### config.mk
export PLATFORM = sky130hd
export DESIGN_NAME = mem_port_arbiter
export DESIGN_NICKNAME = d
export VERILOG_FILES = /design/src/rtl/mem_port_arbiter.sv
export SDC_FILE = /design/constraint.sdc
export NUM_CORES = 1
export LEC_CHECK = 0
export ABC_AREA = 1
export CAP_MARGIN = 20
export CORE_AREA = 10 10 99 101
export DETAILED_ROUTE_END_ITERATION = 12
export DIE_AREA = 0 0 109 111
export GPL_TIMING_DRIVEN = 0
export HOLD_SLACK_MARGIN = 0.1
export MAX_ROUTING_LAYER = met4
export PLACE_DENSITY = 0.76
export SYNTH_ARGS = -nofsm -noshare
export SYNTH_HDL_FRONTEND = slang
export SYNTH_SLANG_ARGS = --single-unit
### constraint.sdc
create_clock -name clock -period 1.79 [get_ports clock]
set_clock_uncertainty 0.15 [all_clocks]
set_input_delay 0.2685 -clock clock [delete_from_list [all_inputs] [get_ports clock]]
set_output_delay 0.2685 -clock clock [all_outputs]
set_load 0.02 [all_outputs]
### src/rtl/mem_port_arbiter.sv
// mem_port_arbiter
//   Shares one single-port, fixed-latency memory between the fetch stage
//   (I side) and the MEM stage (D side). One transaction is issued at a time;
//   read data is routed back to whichever side owns the outstanding access.
//   A new access may be issued in the same cycle the previous one completes,
//   giving one transaction every MEM_LAT cycles.
//
// Ports
//   clock, reset                 single clock, synchronous active-high reset
//   i_req/i_addr                 fetch request (level, held until i_gnt)
//   i_gnt/i_rvalid/i_rdata       fetch accept pulse, data valid, data
//   d_req/d_we/d_addr/d_wdata/d_be   data-side request and write fields
//   d_gnt/d_rvalid/d_rdata       data accept pulse, read valid / write done, data
//   mem_en/mem_we/mem_addr/mem_wdata/mem_be   memory strobe and fields
//   mem_rdata                    memory data, valid MEM_LAT cycles after mem_en
//   busy                         a transaction is outstanding
module mem_port_arbiter #(
    parameter int unsigned ADDR_W     = 32,
    parameter int unsigned DATA_W     = 32,
    parameter int unsigned MEM_LAT    = 1,
    parameter int unsigned STARVE_MAX = 4
) (
    input  logic                clock,
    input  logic                reset,
    input  logic                i_req,
    input  logic [ADDR_W-1:0]   i_addr,
    output logic                i_gnt,
    output logic                i_rvalid,
    output logic [DATA_W-1:0]   i_rdata,
    input  logic                d_req,
    input  logic                d_we,
    input  logic [ADDR_W-1:0]   d_addr,
    input  logic [DATA_W-1:0]   d_wdata,
    input  logic [DATA_W/8-1:0] d_be,
    output logic                d_gnt,
    output logic                d_rvalid,
    output logic [DATA_W-1:0]   d_rdata,
    output logic                mem_en,
    output logic                mem_we,
    output logic [ADDR_W-1:0]   mem_addr,
    output logic [DATA_W-1:0]   mem_wdata,
    output logic [DATA_W/8-1:0] mem_be,
    input  logic [DATA_W-1:0]   mem_rdata,
    output logic                busy
);

    localparam int unsigned LAT_W = $clog2(MEM_LAT + 1);
    localparam int unsigned STV_W = $clog2(STARVE_MAX + 1);

    typedef enum logic { S_IDLE, S_WAIT } state_t;
    typedef enum logic { OWN_D, OWN_I } owner_t;

    state_t           state, state_nxt;
    owner_t           owner, owner_nxt;
    logic [LAT_W-1:0] lat_cnt, lat_cnt_nxt;
    logic [STV_W-1:0] starve_cnt, starve_cnt_nxt;

    logic last_cycle;
    logic can_issue;
    logic issue;
    logic i_wins;

    always_ff @(posedge clock) begin
        if (reset) begin
            state      <= S_IDLE;
            owner      <= OWN_D;
            lat_cnt    <= '0;
            starve_cnt <= '0;
        end else begin
            state      <= state_nxt;
            owner      <= owner_nxt;
            lat_cnt    <= lat_cnt_nxt;
            starve_cnt <= starve_cnt_nxt;
        end
    end

    always_comb begin
        state_nxt      = state;
        owner_nxt      = owner;
        lat_cnt_nxt    = lat_cnt;
        starve_cnt_nxt = starve_cnt;
        i_gnt          = 1'b0;
        d_gnt          = 1'b0;
        mem_en         = 1'b0;
        mem_we         = 1'b0;
        mem_addr       = '0;
        mem_wdata      = '0;
        mem_be         = '0;

        // The final WAIT cycle doubles as an issue slot so back-to-back
        // accesses run at full memory throughput.
        last_cycle = (state == S_WAIT) && (lat_cnt == LAT_W'(1));
        can_issue  = (state == S_IDLE) || last_cycle;
        issue      = !reset && can_issue && (i_req || d_req);
        i_wins     = i_req && (!d_req || (starve_cnt == STV_W'(STARVE_MAX)));

        i_rvalid = !reset && last_cycle && (owner == OWN_I);
        d_rvalid = !reset && last_cycle && (owner == OWN_D);
        busy     = !reset && (state == S_WAIT);
        i_rdata  = mem_rdata;
        d_rdata  = mem_rdata;

        if (state == S_WAIT) begin
            lat_cnt_nxt = lat_cnt - LAT_W'(1);
            if (last_cycle)
                state_nxt = S_IDLE;
        end

        if (issue) begin
            mem_en      = 1'b1;
            state_nxt   = S_WAIT;
            lat_cnt_nxt = LAT_W'(MEM_LAT);
            if (i_wins) begin
                i_gnt     = 1'b1;
                owner_nxt = OWN_I;
                mem_addr  = i_addr;
            end else begin
                d_gnt     = 1'b1;
                owner_nxt = OWN_D;
                mem_we    = d_we;
                mem_addr  = d_addr;
                mem_wdata = d_wdata;
                mem_be    = d_be;
            end
        end

        // Starvation counts only contested losses; it saturates and is
        // cleared whenever fetch is idle or gets the port.
        if (!i_req || i_gnt)
            starve_cnt_nxt = '0;
        else if (d_gnt && (starve_cnt != STV_W'(STARVE_MAX)))
            starve_cnt_nxt = starve_cnt + STV_W'(1);
    end

endmodule

==> impl_metrics.tcl, run 1 <==
set metrics [dict create \
    outcome "finished, violations left" \
    failed_checks "setup timing" \
    simple_logic_cell_fraction_of_the_synthesized_area_pct 49.3 \
    gr-total-overflow 0 \
    finalWeightedCongestion 0.850 \
    first_global_vias 2864 \
    initial_core_util_pct 20.0 \
    cts-buffers-inserted 3 \
    fin_nets 706 \
    largest_area_contributor_in_the_synthesized_netlist "sky130_fd_sc_hd__nand2_1" \
    first_iter_violations 83 \
    post_route_clock_period_utilization_pct 120 \
    synth-warning-count 0 \
    routed-via-count 2698 \
    share_of_synthesized_area_spent_on_multiplexers_pct 0 \
    max_buffers_root_to_sink 2 \
    post_synth_main_area_contributors "sky130_fd_sc_hd__nand2_1 34%, sky130_fd_sc_hd__buf_4 33%, sky130_fd_sc_hd__nor2_1 10%, sky130_fd_sc_hd__dfxtp_1 7.5%, sky130_fd_sc_hd__buf_6 2.1%" \
    cp_top_family "buffers and inverters" \
    fillerInstances 725 \
    placement.io_buffers 243 \
    cp_max_stage_delay_ns 0.32 \
    dp_cells 647 \
    worstMarginPinSlew_ns 0.292 \
    postSynthCellCount 299 \
    grt_setup_unrepaired "true" \
    synth_top_area_share_pct 33.7 \
    sink_count 6 \
    path_type_of_the_worst_setup_path "register to primary output" \
    synth_area_per_cell_um2 5.33 \
    crit_chain "inv_2 > ha_4 > nand2_4 > nand2_4 > nand2_4 > buf_6 > nor2_4 > buf_6 > buf_6 > nand2_2 > nand2_2 > buf_6" \
    global_route_wire_length_before_repair_mm 16.6 \
    xor_and_xnor_area_share_after_synthesis_pct 0.549 \
    adder_cell_share_of_the_synthesized_area_pct 1.57 \
    antenna_cells_inserted 0 \
    cts_root_buf "sky130_fd_sc_hd__clkbuf_8" \
    worst_slew_margin_rel_pct 80.6 \
    ys_types 21 \
    core-area_um2 7970 \
    layout.cells.non_filler 670 \
    area_delta_synth_final_pct 202 \
    ys_seq_area_share_pct 7.54 \
    worst_setup_path_end_kind "primary output" \
    timing.critical_path.mode_cell "sky130_fd_sc_hd__buf_6" \
    grt_max_degree 14 \
    grt_use_total_pct 17.8 \
    cellPowerDensity_nw_per_um2 355 \
    cp_slowest_cell "sky130_fd_sc_hd__dfxtp_2" \
    chipWidth_um 109 \
    dp_worst_setup_slack_ns -1.06 \
    cp.required_ns 1.37 \
    crit_arrival_ns 1.74 \
    clock_latency_ns 0.22 \
    die_h_um 111 \
    antenna_violating_nets_post_route 0 \
    vdd_ir_drop_max_mv 0.157 \
    clk_pin_slew_ns 0.03 \
    routed_wire_length_mm 11.3 \
    period_minus_slack_ns 2.15 \
    crit_fanout 5 \
    wl_per_cell_um 16.8 \
    avgViaCountPerCell 4.03 \
    finalSetupViolCount 71 \
    post_route_cells_drive_above_1_share_pct 49.4 \
    yosys_register_bits 6 \
    htree_levels 1 \
    mappedNetlistNets 438 \
    cts_tree "done" \
    die-area_um2 12100 \
    p_total_mw 1.71 \
    synth_compound_area_share_pct 1.65 \
    drv.max_cap_violation_count 0 \
    timing_max_transition_violations_final 0 \
    critical_path.n_buffers_inverters 5 \
    final_critical_path_setup_slack_ns -0.364 \
    tns_ns -17.09 \
    hold_path_class "register to register" \
    synthesis.area_um2 1590 \
    max_freq_mhz 464 \
    antenna_found_initial 0 \
    firstDrtPassIters 4 \
    drc_errors_left 0 \
    post_route_utilization_pct 60.4 \
    finalHoldViolCount 0 \
    rows 33 \
    synth_top_family_by_area "simple AND/OR/NAND/NOR gates" \
    worst_setup_start_kind "register" \
    place.detailed.hpwl_mm 9.67 \
    top_level_ports 276 \
    ctsHoldBuffers 0 \
    p_leak_nw 2.30 \
]
sequential cells by signal (all words and copies together) (netlist names):
register / cells
starve_cnt: 3
lat_cnt: 1
owner: 1
state: 1
layout make-up:
| type | count | area, µm² | area share, % |
|---|---|---|---|
| flip-flops and latches | 6 | 123 | 2.55 |
| well taps | 105 | 131 | 2.73 |
| inverters | 12 | 45.0 | 0.936 |
| multi-input cells | 203 | 1210 | 25.1 |
| clock buffers | 3 | 41.3 | 0.858 |
| plain buffers | 75 | 617 | 12.8 |
| repair buffers | 266 | 2650 | 55.0 |
worst min-delay path: cells and delay by family, from the launching register on:
family	cells	cell delay, ns
DFF	1	0.30
buffers and inverters	1	0.07
AOI/OAI and AO/OA	1	0.06
cells by family after synthesis:
group	Yosys count
and+or+nand+nor	196
buffers and inverters	90
DFF	6
AOI/OAI and AO/OA	4
adders and majority gates	2
xor gates and xnor gates	1
cells in the mapped netlist:
cell type and count:
sky130_fd_sc_hd__buf_2 4, sky130_fd_sc_hd__dfxtp_1 6, sky130_fd_sc_hd__xor2_1 1, sky130_fd_sc_hd__nand3_4 1, sky130_fd_sc_hd__inv_1 8, sky130_fd_sc_hd__nor2_1 43, sky130_fd_sc_hd__nand4_1 1, sky130_fd_sc_hd__nor2_2 1
sky130_fd_sc_hd__a31o_2 1, sky130_fd_sc_hd__buf_4 70, sky130_fd_sc_hd__nor4_1 2, sky130_fd_sc_hd__ha_1 2, sky130_fd_sc_hd__a21oi_1 2, sky130_fd_sc_hd__buf_6 3, sky130_fd_sc_hd__nand3_2 1, sky130_fd_sc_hd__clkbuf_1 1
sky130_fd_sc_hd__nand2_2 2, sky130_fd_sc_hd__a211oi_1 1, sky130_fd_sc_hd__nor2_4 2, sky130_fd_sc_hd__inv_2 4, sky130_fd_sc_hd__nand2_1 143
stage by stage:
stage	cell area (µm²)	hold slack (ns)
floorplan	1840	0.197
global placement	4400	0.303
detailed placement	4400	0.325
CTS	4790	0.327
global route	4810	0.355
finish	4810	0.331
path summary, 6_finish.rpt:
check | startpoint | end | slack [ns] | cells after the start
worst min-delay path | owner | owner | 0.33 | 2
worst max-delay path | starve_cnt[0] | mem_addr[18] | -0.36 | 12
worst min register to register | owner | owner | 0.33 | 2
worst max register to register | starve_cnt[0] | starve_cnt[1] | 0.15 | 11
placed cells by master (no fill, tap or decap):
master | Yosys | final
sky130_fd_sc_hd__clkdlybuf4s50_1 | 0 | 165
sky130_fd_sc_hd__buf_4 | 70 | 100
sky130_fd_sc_hd__nand2_1 | 143 | 77
sky130_fd_sc_hd__nand2_2 | 2 | 62
sky130_fd_sc_hd__buf_6 | 3 | 47
sky130_fd_sc_hd__nor2_4 | 2 | 22
sky130_fd_sc_hd__nor2_1 | 43 | 21
sky130_fd_sc_hd__buf_8 | 0 | 8
sky130_fd_sc_hd__clkdlybuf4s15_2 | 0 | 7
sky130_fd_sc_hd__inv_2 | 4 | 6
sky130_fd_sc_hd__inv_1 | 8 | 6
sky130_fd_sc_hd__nand2_4 | 0 | 6
sky130_fd_sc_hd__dlygate4sd2_1 | 0 | 5
sky130_fd_sc_hd__dfxtp_1 | 6 | 4
sky130_fd_sc_hd__buf_2 | 4 | 4
sky130_fd_sc_hd__nor2_2 | 1 | 3
sky130_fd_sc_hd__clkbuf_2 | 0 | 3
sky130_fd_sc_hd__clkbuf_8 | 0 | 3
sky130_fd_sc_hd__nor4_1 | 2 | 2
sky130_fd_sc_hd__a21oi_1 | 2 | 2
sky130_fd_sc_hd__buf_16 | 0 | 2
sky130_fd_sc_hd__dfxtp_2 | 0 | 2
sky130_fd_sc_hd__nand3_4 | 1 | 1
sky130_fd_sc_hd__a211oi_1 | 1 | 1
sky130_fd_sc_hd__a31o_2 | 1 | 1
sky130_fd_sc_hd__xor2_1 | 1 | 1
sky130_fd_sc_hd__nand3_2 | 1 | 1
sky130_fd_sc_hd__nand4_1 | 1 | 1
sky130_fd_sc_hd__ha_4 | 0 | 1
sky130_fd_sc_hd__ha_1 | 2 | 1
per-layer routing:
| metal | vias to the layer above | track usage [%] | part of all wire (%) |
|---|---|---|---|
| li1 | 1363 | - | - |
| met1 | 1210 | 16.7 | 33 |
| met4 | 0 | 3.08 | 1.6 |
| met5 | - | - | 0 |
| met3 | 12 | 4.01 | 7.7 |
| met2 | 113 | 35.2 | 58 |
repair_timing:
item / 4_1_cts / 5_1_grt
resized for setup: 457 / 13
pin swaps: 12 / 4
buffers inserted: 14 / 2
cloned: 8 / 0
setup endpoints to repair: 75 / 74
power breakdown:
part           internal, mW  leakage (nW)  total, mW  switching, mW
logic                 0.741          2.23       1.36          0.616
clock network         0.144        0.0216      0.202         0.0572
registers             0.143        0.0504      0.149        0.00553
Power figures use the tool's default switching activity.
==> run 2: changes to the inputs <==
- RECOVER_POWER: unset -> 100
==> impl_metrics.tcl, run 2 (synthesis gave the netlist of run 1 again) <==
set metrics [dict create \
    fillerInstances 726 \
    finish.instance_area_um2 4810 \
    cts-buffers-inserted 3 \
    dp_worst_setup_slack_ns -1.06 \
    die-area_um2 12100 \
    timing_max_transition_violations_final 0 \
    vdd_ir_drop_max_mv 0.155 \
    worst_slew_margin_rel_pct 80.7 \
    first_iter_violations 87 \
    cts_tree "done" \
    timing.critical_path.mode_cell "sky130_fd_sc_hd__buf_6" \
    crit_chain "inv_2 > ha_4 > nand2_4 > nand2_4 > nand2_4 > buf_6 > nor2_4 > buf_6 > buf_6 > nand2_2 > nand2_2 > buf_6" \
    crit_fanout 5 \
    multiInputGateArea_um2 1210 \
    cp_max_stage_delay_ns 0.32 \
    path_type_of_the_worst_setup_path "register to primary output" \
    crit_arrival_ns 1.73 \
    finalWeightedCongestion 0.850 \
    rows 33 \
    most_frequent_cells_in_the_layout "101 x sky130_fd_sc_hd__clkdlybuf4s50_1, 100 x sky130_fd_sc_hd__buf_4, 78 x sky130_fd_sc_hd__nand2_1, 64 x sky130_fd_sc_hd__dlygate4sd3_1, 61 x sky130_fd_sc_hd__nand2_2" \
    fin_hold_ws_ns 0.331 \
    top_level_ports 276 \
    whs_path_depth 2 \
    post_route_clock_period_utilization_pct 120 \
    routed_wire_length_mm 11.3 \
    r2r_start "starve_cnt[0]" \
    routed-via-count 2696 \
    finalSetupViolCount 71 \
    grt_setup_unrepaired "true" \
    p_leak_nw 2.32 \
    drc_errors_left 0 \
    cp.required_ns 1.37 \
    max_reg_flops 3 \
    final_critical_path_setup_slack_ns -0.363 \
    outcome "finished, violations left" \
    hold_path_class "register to register" \
    r2r_end "starve_cnt[1]" \
    avgViaCountPerCell 4.02 \
    antenna_cells_inserted 0 \
    clk_pin_slew_ns 0.03 \
    r2r_cell_count 11 \
    gr-total-overflow 0 \
    first_global_vias 2864 \
    grt_max_degree 14 \
    core-area_um2 7970 \
    r2r_slack_ns 0.15 \
    mostFrequentLayoutCell "sky130_fd_sc_hd__clkdlybuf4s50_1" \
    wl_per_cell_um 16.8 \
    firstDrtPassIters 4 \
    tns_ns -17.13 \
    worstMarginPinSlew_ns 0.291 \
    antenna_found_initial 0 \
    register_area_um2 123 \
    cts_root_buf "sky130_fd_sc_hd__clkbuf_8" \
    die_h_um 111 \
    area_delta_synth_final_pct 202 \
    max_buffers_root_to_sink 2 \
    post_route_cells_drive_above_1_share_pct 49.2 \
    worst_setup_start_kind "register" \
    grt_use_total_pct 17.8 \
    worst_setup_path_end_kind "primary output" \
    chipWidth_um 109 \
    max_freq_mhz 464 \
    min-delay-start "owner" \
    drv.max_cap_violation_count 0 \
    place.detailed.hpwl_mm 9.67 \
    global_route_wire_length_before_repair_mm 16.6 \
    cellPowerDensity_nw_per_um2 348 \
    htree_levels 1 \
    regMostFlops "starve_cnt" \
    fin_nets 706 \
    sink_count 6 \
    period_minus_slack_ns 2.15 \
    antenna_violating_nets_post_route 0 \
    ctsHoldBuffers 0 \
    hold_end "owner" \
    placement.io_buffers 243 \
    failed_checks "setup timing" \
    finalHoldViolCount 0 \
    initial_core_util_pct 20.0 \
    cp_slowest_cell "sky130_fd_sc_hd__dfxtp_2" \
    clock_latency_ns 0.22 \
    placed_area_um2 4400 \
]
[run 2: worst max-delay path by stage]
stage	endpoint	slack (ns)	depth (start not counted)	start
3_3_place_gp	mem_wdata[29]	-1.04	7	reset
2_1_floorplan	mem_addr[11]	0.002	10	starve_cnt[0]
6_report	mem_addr[18]	-0.36	12	starve_cnt[0]
3_5_place_dp	mem_wdata[28]	-1.06	7	reset
4_1_cts	mem_addr[5]	-0.33	12	starve_cnt[1]
5_1_grt	mem_addr[24]	-0.46	12	starve_cnt[0]
[run 2: per-stage QoR]
step / std cells / util (%) / power [mW]
2_1_floorplan: 299 / - / 0.750
3_3_place_gp: 647 / 55.2 / 1.37
3_5_place_dp: 647 / 55.2 / 1.39
4_1_cts: 669 / 60.2 / 1.72
5_1_grt: 670 / 60.4 / 1.77
6_report: 670 / 60.4 / 1.68
[run 2: cell type report]
cell class / instances / share of cell area (%)
Buffer: 75 / 12.8
Clock buffer: 3 / 0.858
Multi-Input combinational cell: 203 / 25.1
Sequential cell: 6 / 2.55
Inverter: 12 / 0.936
Tap cell: 105 / 2.73
Timing Repair Buffer: 266 / 55.0
[run 2: repair_timing]
| action | CTS | global route |
|---|---|---|
| gates resized for setup | 457 | 13 |
| gates cloned | 8 | 0 |
| setup buffers | 14 | 2 |
| pin swaps | 12 | 4 |
| endpoints found under the setup margin | 75 | 74 |
[run 2: critical path: cells and delay by family, from the launching register on]
family        cells  cell delay, ns
fa+ha+maj         1            0.14
buf+inv           5            0.57
simple gates      6            0.48
flops             1            0.32
[run 2: where the power goes]
group,switching [mW],leakage (nW),internal (mW)
clock network,0.0572,0.0216,0.144
registers,0.00553,0.0504,0.143
logic,0.612,2.25,0.713
total,0.675,2.32,1.00
[run 2: routing by layer]
metal / track usage, % / routed length (µm) / vias to the layer above
met5: - / 0 / -
met4: 3.08 / 175 / 0
met3: 4.01 / 855 / 12
met2: 35.2 / 6500 / 112
met1: 16.7 / 3740 / 1210
li1: - / - / 1362
==> run 3: changes to the inputs <==
- CORE_AREA: 10 10 99 101 -> unset
- CORE_ASPECT_RATIO: unset -> 0.5
- CORE_MARGIN: unset -> 10
- CORE_UTILIZATION: unset -> 22
- DIE_AREA: 0 0 109 111 -> unset
- PLACE_DENSITY: 0.76 -> 0.81
- REMOVE_ABC_BUFFERS: unset -> 1
==> impl_metrics.tcl, run 3 (synthesis gave the netlist of run 1 again) <==
set metrics [dict create \
    worst_slew_margin_rel_pct 68.9 \
    r2r_cell_count 12 \
    max_freq_mhz 472 \
    finalSetupViolCount 73 \
    placement.io_buffers 179 \
    timing_max_transition_violations_final 0 \
    clk_pwr_share_pct 24.8 \
    post_route_utilization_pct 52.3 \
    die_h_um 80.2 \
    max_buffers_root_to_sink 2 \
    p_leak_nw 1.78 \
    drc_errors_left 0 \
    routed-via-count 2321 \
    path_type_of_the_worst_setup_path "register to primary output" \
    fin_hold_ws_ns 0.350 \
    top_level_ports 276 \
    area_delta_synth_final_pct 125 \
    first_global_vias 2441 \
    finalWeightedCongestion 0.817 \
    most_frequent_cells_in_the_layout "107 x sky130_fd_sc_hd__nand2_1, 101 x sky130_fd_sc_hd__clkdlybuf4s50_1, 55 x sky130_fd_sc_hd__buf_4, 40 x sky130_fd_sc_hd__buf_6, 38 x sky130_fd_sc_hd__nor2_1" \
    gr-total-overflow 0 \
    internal_power_mw 0.943 \
    crit_fanout 17 \
    min-delay-start "reset" \
    dp_worst_setup_slack_ns -1.64 \
    place.detailed.hpwl_mm 8.88 \
    outcome "finished, violations left" \
    wl_per_cell_um 23.4 \
    cp-startpoint "starve_cnt[1]" \
    finalHoldViolCount 0 \
    clk_pin_slew_ns 0.04 \
    p_comb_share_pct 65.2 \
    grt_setup_unrepaired "true" \
    fin_nets 582 \
    placed_area_um2 2920 \
    cts_root_buf "sky130_fd_sc_hd__clkbuf_16" \
    clock_latency_ns 0.23 \
    worst_setup_path_end_kind "primary output" \
    regMostFlops "starve_cnt" \
    grt_use_total_pct 20.3 \
    ctsHoldBuffers 0 \
    failed_checks "setup timing" \
    netSwitchingFraction_pct 37.6 \
    cts-buffers-inserted 3 \
    die-area_um2 11300 \
    max_reg_flops 3 \
    initial_core_util_pct 23.2 \
    drv.max_cap_violation_count 0 \
    cellPowerDensity_nw_per_um2 421 \
    share_seq_of_total_power_pct 9.9 \
    htree_levels 1 \
    first_iter_violations 138 \
    post_route_cells_drive_above_1_share_pct 39.0 \
    sink_count 6 \
    worstMarginPinSlew_ns 0.466 \
    period_minus_slack_ns 2.12 \
    mostFrequentLayoutCell "sky130_fd_sc_hd__nand2_1" \
    global_route_wire_length_before_repair_mm 16.7 \
    avgViaCountPerCell 4.35 \
    whs_path_depth 2 \
    routed_wire_length_mm 12.4 \
    chipWidth_um 140 \
    antenna_found_initial 0 \
    finish.instance_area_um2 3590 \
    cts_tree "done" \
    crit_arrival_ns 1.70 \
    total_switching_power_mw 0.567 \
    r2r_start "starve_cnt[1]" \
    post_route_clock_period_utilization_pct 118 \
    fillerInstances 640 \
    grt_max_degree 18 \
    final_critical_path_setup_slack_ns -0.330 \
    r2r_slack_ns 0.08 \
    cp.required_ns 1.37 \
    vdd_ir_drop_max_mv 0.349 \
    worst_setup_start_kind "register" \
    firstDrtPassIters 4 \
    hold_path_class "primary input to register" \
    core-area_um2 6860 \
    antenna_violating_nets_post_route 0 \
    antenna_cells_inserted 0 \
    rows 21 \
]
==> run 3: metrics by stage <==
step / setup TNS [ns] / std cells / total power [mW]
floorplan: -28.29 / 221 / 0.447
global placement: -90.58 / 492 / 0.916
detailed placement: -90.54 / 492 / 0.920
CTS: -13.47 / 529 / 1.48
global route: -22.64 / 533 / 1.58
finish: -18.15 / 533 / 1.51
==> run 3: final timing paths <==
path	endpoint
worst min-delay path	owner
worst min register to register	owner
worst max-delay path	mem_addr[29]
worst max register to register	starve_cnt[1]
==> run 3: repair_timing <==
item                       CTS  global route
hold endpoints to repair     0             0
cloned                      10             1
resized for setup          456            41
setup buffers               24             7
pin swaps                   15            11
setup endpoints to repair   79            74
==> run 3: cell type report <==
cell class | instances | area, µm² | share of cell area, %
Timing Repair Buffer | 209 | 2050 | 57.1
Multi-Input combinational cell | 211 | 1170 | 32.7
Sequential cell | 6 | 123 | 3.42
Tap cell | 92 | 115 | 3.21
Clock buffer | 3 | 75.1 | 2.09
Inverter | 12 | 52.6 | 1.46
==> run 3: power groups by stage <==
| stage | clock [mW] | sequential, mW | combinational [mW] |
|---|---|---|---|
| after detailed placement | 0 | 0.150 | 0.771 |
| after floorplan | 0 | 0.149 | 0.298 |
| final | 0.375 | 0.150 | 0.985 |
| after global routing | 0.385 | 0.151 | 1.04 |
| after global placement | 0 | 0.149 | 0.767 |
| after CTS | 0.371 | 0.149 | 0.961 |
==> run 3: layer usage <==
layer,GRT usage (%),wire (µm)
met1,23.2,5120
met2,31.2,5840
met3,11.8,1390
met4,2.56,99
met5,-,0
==> run 3: worst max-delay path, cell delays in order, from the launching register on <==
cell and delay [ns]:
sky130_fd_sc_hd__dfxtp_2 0.32, sky130_fd_sc_hd__inv_2 0.08, sky130_fd_sc_hd__ha_4 0.14, sky130_fd_sc_hd__nand2_4 0.05, sky130_fd_sc_hd__nand2_4 0.10, sky130_fd_sc_hd__nand2_8 0.08, sky130_fd_sc_hd__buf_12 0.15, sky130_fd_sc_hd__nor2_4 0.10
sky130_fd_sc_hd__buf_12 0.16, sky130_fd_sc_hd__nand2_1 0.09, sky130_fd_sc_hd__nand2_1 0.09, sky130_fd_sc_hd__buf_6 0.12
